File: src/rtl/logic_unit_arbiter.sv
// logic_unit_arbiter: round-robin sharing of one bitwise logic unit between two requesters.
// Optional per-requester completion counters are enabled with LOGIC_ARB_STATS_EN.
module logic_unit_arbiter #(
  parameter int WIDTH = 8
`ifdef LOGIC_ARB_STATS_EN
  , parameter int CNT_W = 16
`endif
) (
  input  logic             clk,
  input  logic             rst_n,
  input  logic             req0_valid,
  output logic             req0_ready,
  input  logic [2:0]       req0_op,
  input  logic [WIDTH-1:0] req0_a,
  input  logic [WIDTH-1:0] req0_b,
  input  logic             req1_valid,
  output logic             req1_ready,
  input  logic [2:0]       req1_op,
  input  logic [WIDTH-1:0] req1_a,
  input  logic [WIDTH-1:0] req1_b,
  output logic [WIDTH-1:0] fu_a,
  output logic [WIDTH-1:0] fu_b,
  input  logic [WIDTH-1:0] fu_and,
  input  logic [WIDTH-1:0] fu_or,
  input  logic [WIDTH-1:0] fu_not,
  input  logic [WIDTH-1:0] fu_nand,
  input  logic [WIDTH-1:0] fu_nor,
  input  logic [WIDTH-1:0] fu_xor,
  input  logic [WIDTH-1:0] fu_xnor,
  output logic             rsp_valid,
  output logic             rsp_id,
  output logic [WIDTH-1:0] rsp_data,
  output logic             rsp_err
`ifdef LOGIC_ARB_STATS_EN
  , output logic [CNT_W-1:0] cnt0
  , output logic [CNT_W-1:0] cnt1
`endif
);
  typedef enum logic [1:0] {IDLE, BUSY, DONE} state_t;
  state_t state, state_nx;
  logic gnt, last_grant, hs;
  logic [2:0] op_q;
  logic [WIDTH-1:0] res;
  // last_grant doubles as the owner ID of the operation in flight
  always_comb gnt = (req0_valid && req1_valid) ? ~last_grant : req1_valid;
  always_ff @(posedge clk or negedge rst_n)
    if (!rst_n) state <= IDLE;
    else state <= state_nx;
  always_comb
    state_nx = (state == IDLE) ? (hs ? BUSY : IDLE) : (state == BUSY) ? DONE : IDLE;
  always_comb begin
    req0_ready = state == IDLE && rst_n && !gnt && req0_valid;
    req1_ready = state == IDLE && rst_n && gnt && req1_valid;
    hs = req0_ready || req1_ready;
    rsp_valid = state == DONE;
  end
  always_comb begin
    res = '0;
    case (op_q)
      3'd0: res = fu_and;
      3'd1: res = fu_or;
      3'd2: res = fu_not;
      3'd3: res = fu_nand;
      3'd4: res = fu_nor;
      3'd5: res = fu_xor;
      3'd6: res = fu_xnor;
      default: res = '0;
    endcase
  end
  always_ff @(posedge clk or negedge rst_n)
    if (!rst_n) begin
      last_grant <= 1'b1;
      op_q <= '0;
      fu_a <= '0;
      fu_b <= '0;
      rsp_id <= 1'b0;
      rsp_data <= '0;
      rsp_err <= 1'b0;
    end else if (hs) begin
      last_grant <= gnt;
      op_q <= gnt ? req1_op : req0_op;
      fu_a <= gnt ? req1_a : req0_a;
      fu_b <= gnt ? req1_b : req0_b;
    end else if (state == BUSY) begin
      rsp_id <= last_grant;
      rsp_data <= res;
      rsp_err <= op_q == 3'd7;
    end
`ifdef LOGIC_ARB_STATS_EN
  always_ff @(posedge clk or negedge rst_n)
    if (!rst_n) begin
      cnt0 <= '0;
      cnt1 <= '0;
    end else if (state == BUSY) begin
      if (!last_grant && cnt0 != '1) cnt0 <= cnt0 + 1'b1;
      if (last_grant && cnt1 != '1) cnt1 <= cnt1 + 1'b1;
    end
`endif
endmodule

File: config.mk
export PLATFORM = sky130hd
export DESIGN_NAME = logic_unit_arbiter
export DESIGN_NICKNAME = d
export VERILOG_FILES = /design/src/rtl/logic_unit_arbiter.sv
export SDC_FILE = /design/constraint.sdc
export NUM_CORES = 1
export LEC_CHECK = 0
export ABC_AREA = 1
export CAP_MARGIN = 20
export CELL_PAD_IN_SITES_DETAIL_PLACEMENT = 1
export CELL_PAD_IN_SITES_GLOBAL_PLACEMENT = 1
export CORE_UTILIZATION = 22
export CTS_BUF_LIST = sky130_fd_sc_hd__clkbuf_16
export CTS_CLUSTER_DIAMETER = 50
export DETAILED_ROUTE_END_ITERATION = 8
export PLACE_DENSITY_LB_ADDON = 0.1
export SYNTH_ARGS = -nofsm -noshare
export SYNTH_HDL_FRONTEND = slang
export SYNTH_SLANG_ARGS = --single-unit
File: constraint.sdc
create_clock -name clk -period 1.36 [get_ports clk]
set_clock_uncertainty 0.2 [all_clocks]
set_input_delay 0.272 -clock clk [delete_from_list [all_inputs] [get_ports clk]]
set_output_delay 0.272 -clock clk [all_outputs]
set_load 0.005 [all_outputs]
==> out/metrics.yaml <==
status: "complete, but fails checks"
violations: "negative setup slack"
fp.coreArea_um2: 9280
worst-path-buf-inv: 2
clock-root-buffer: "clkbuf_16"
die_x_um: 100
layout-drive-gt1-share_pct: 26.8
mostFrequentLayoutCell: "nand2_1"
fin_area_um2: 4170
min_period_ns: 1.74
cp-start-kind: "flip-flop"
yosysTopAreaCell: "dfrtp_1"
rows: 35
ctsLongestPathBuffers: 2
maxCapViolations: 0
pwr-share-seq_pct: 23.8
setup_ws_ns: -0.380
placed_cell_area_um2: 3640
synth_seq_cells: 32
maxSlewHeadroom_pct: 71.8
cts.sinks: 32
grt_max_degree: 33
drtPass1Iterations: 4
start_util_pct: 22.9
rsz0062_at_grt: "yes"
diodes: 0
worst_pin_slew_ns: 0.422
internal_power_uw: 4310
vias_per_cell: 4.52
ys_types: 22
async_reset_ff_share_pct: 100
pre_cts_ws_ns: -0.739
finalWirelength_mm: 9.02
crit_fanout: 2
ys.warnings.count: 0
yosysTopAreaCellShare_pct: 36.5
p_leak_uw: 0.00210
final-instance-count-excl-fill: 622
crit_chain: "nor3b_2 -> buf_4 -> nand2_4 -> nor2_4 -> buf_2"
synth.net_count: 424
antenna_found_initial: 0
maxSlewViolCount: 0
synth.cell_area_um2: 2130
required_ns: 0.89
place_inst: 587
cp_top_family: "flip-flops"
grt_usage_pct: 18.5
path_clk_slew_ns: 0.06
comb_power_share_pct: 58.8
clock_latency_ns: 0.27
setup_violations: 32
synth-main-ff-cell: "dfrtp_1"
grt_pass1_wl_mm: 14.5
syn_to_final_growth_pct: 96.1
max_stage_delay_ns: 0.39
yosysSeqAreaShare_pct: 37.7
portBuffers: 126
die_area_um2: 10100
nNetsFinal: 590
die_y_um: 100
netSwitchingPower_uw: 2900
io_pins: 127
peakVddDrop_uv: 706
tritoncts: "done"
synth.avg_cell_area_um2: 6.52
synth_edf_count: 0
grt_pass1_vias: 2948
wire_per_inst_um: 14.5
ctsHtreeMaxLevel: 2
numCtsBuffers: 5
gp_congestion: 0.765
hold_path.class: "flip-flop to flip-flop"
drt_iter0_drc: 50
remaining_drc_errors: 0
total_power_uw: 7210
synthTopCellsByArea: "dfrtp_1 (36%), nand2_1 (27%), nand4_1 (9.7%)"
mostFrequentLayoutCells: "nand2_1 (147), clkdlybuf4s50_1 (95), nand4_1 (33)"
ant_nets: 0
finalCritPeriodShare_pct: 128
finalHoldViolCount: 0
syn_inst: 326
cp.arrival_ns: 1.27
cp_slowest_cell: "dfrtp_1"
max_freq_mhz: 575
clkPwrFrac_pct: 17.5
vias: 2812
grt-ovfl-total: 0
hpwl_mm: 6.45
p_per_area_nw_per_um2: 1730
switching_share_pct: 40.3
final_util_pct: 44.9
critical_path_class: "flip-flop to output port"
worstSetupEndpointType: "output port"
synth_stat cells (2+ instances only):
| library cell | n |
|---|---|
| nand4_1 | 33 |
| buf_6 | 2 |
| nor2_1 | 25 |
| dfrtp_1 | 31 |
| nand2_2 | 2 |
| buf_4 | 5 |
| o21ai_0 | 2 |
| nand3_1 | 33 |
| inv_1 | 12 |
| buf_2 | 14 |
| inv_2 | 2 |
| nand2_1 | 153 |
| o21ai_1 | 3 |
final timing paths:
kind,slack [ns],cells past startpoint,startpoint,to
min in group asynchronous,0.41,3,rst_n,rsp_data[4]
worst max register to register,-0.27,10,state[1],last_grant
worst min register to register,0.30,2,rsp_data[3],rsp_data[3]
worst max-delay path,-0.38,5,state[1],req0_ready
max in group asynchronous,0.21,3,rst_n,last_grant
worst min-delay path,0.30,2,rsp_data[3],rsp_data[3]
per-stage QoR:
stage	TNS [ns]	hold slack (ns)
2_1_floorplan	-1.79	-0.224
3_3_place_gp	-14.98	0.137
3_5_place_dp	-16.41	0.150
4_1_cts	-6.66	0.291
5_1_grt	-8.68	0.340
6_report	-5.42	0.295
kinds of logic after synthesis:
logic type / count (synthesis) / share of synthesized area [%]
AND/OR/NAND/NOR: 251 / 51.9
buffers and inverters: 37 / 8.95
flip-flops: 32 / 37.7
AO/OA/AOI/OAI: 6 / 1.41
repair_timing:
action | 4_1_cts | 5_1_grt
setup buffers | 24 | 4
endpoints found under the setup margin | 58 | 54
gates cloned | 2 | 2
endpoints found under the hold margin | 31 | 0
gates resized for setup | 112 | 45
pin swaps | 22 | 31
hold buffers | 1 | 0
layout make-up:
class / count / area, µm²
clock inverter: 3 / 42.5
timing repair buffer: 179 / 1650
inverter: 15 / 67.6
sequential: 32 / 805
fill: 1150 / 5120
tap: 129 / 161
clock buffer: 5 / 125
multi-input combinational: 259 / 1320
routing by layer:
layer | global-route usage, % | vias up | wire (µm)
met5 | 0 | - | 0
met4 | 4.24 | 0 | 74
met3 | 3.62 | 7 | 579
met2 | 33.2 | 89 | 4460
met1 | 22.8 | 1314 | 3900
li1 | - | 1402 | -
power groups by stage:
| stage | logic, µW | clock network [µW] | registers [µW] |
|---|---|---|---|
| global route | 4700 | 1340 | 1770 |
| detailed placement | 3750 | 0 | 1710 |
| global placement | 3700 | 0 | 1710 |
| finish | 4240 | 1260 | 1710 |
| CTS | 4370 | 1290 | 1710 |
| floorplan | 1830 | 0 | 1660 |
tightest hold or removal path, delay by kind of cell, from the launching register on:
| family | cells | cell delay (ns) |
|---|---|---|
| simple gates | 2 | 0.12 |
| flops | 1 | 0.34 |
state kept, by name, summed over array words and instances (netlist names):
register / flops
state: 2
last_grant: 1
op_q: 3
rsp_id: 1
fu_b: 8
rsp_err: 1
fu_a: 8
rsp_data: 8
Note: power is estimated with default switching activity, not from simulation.
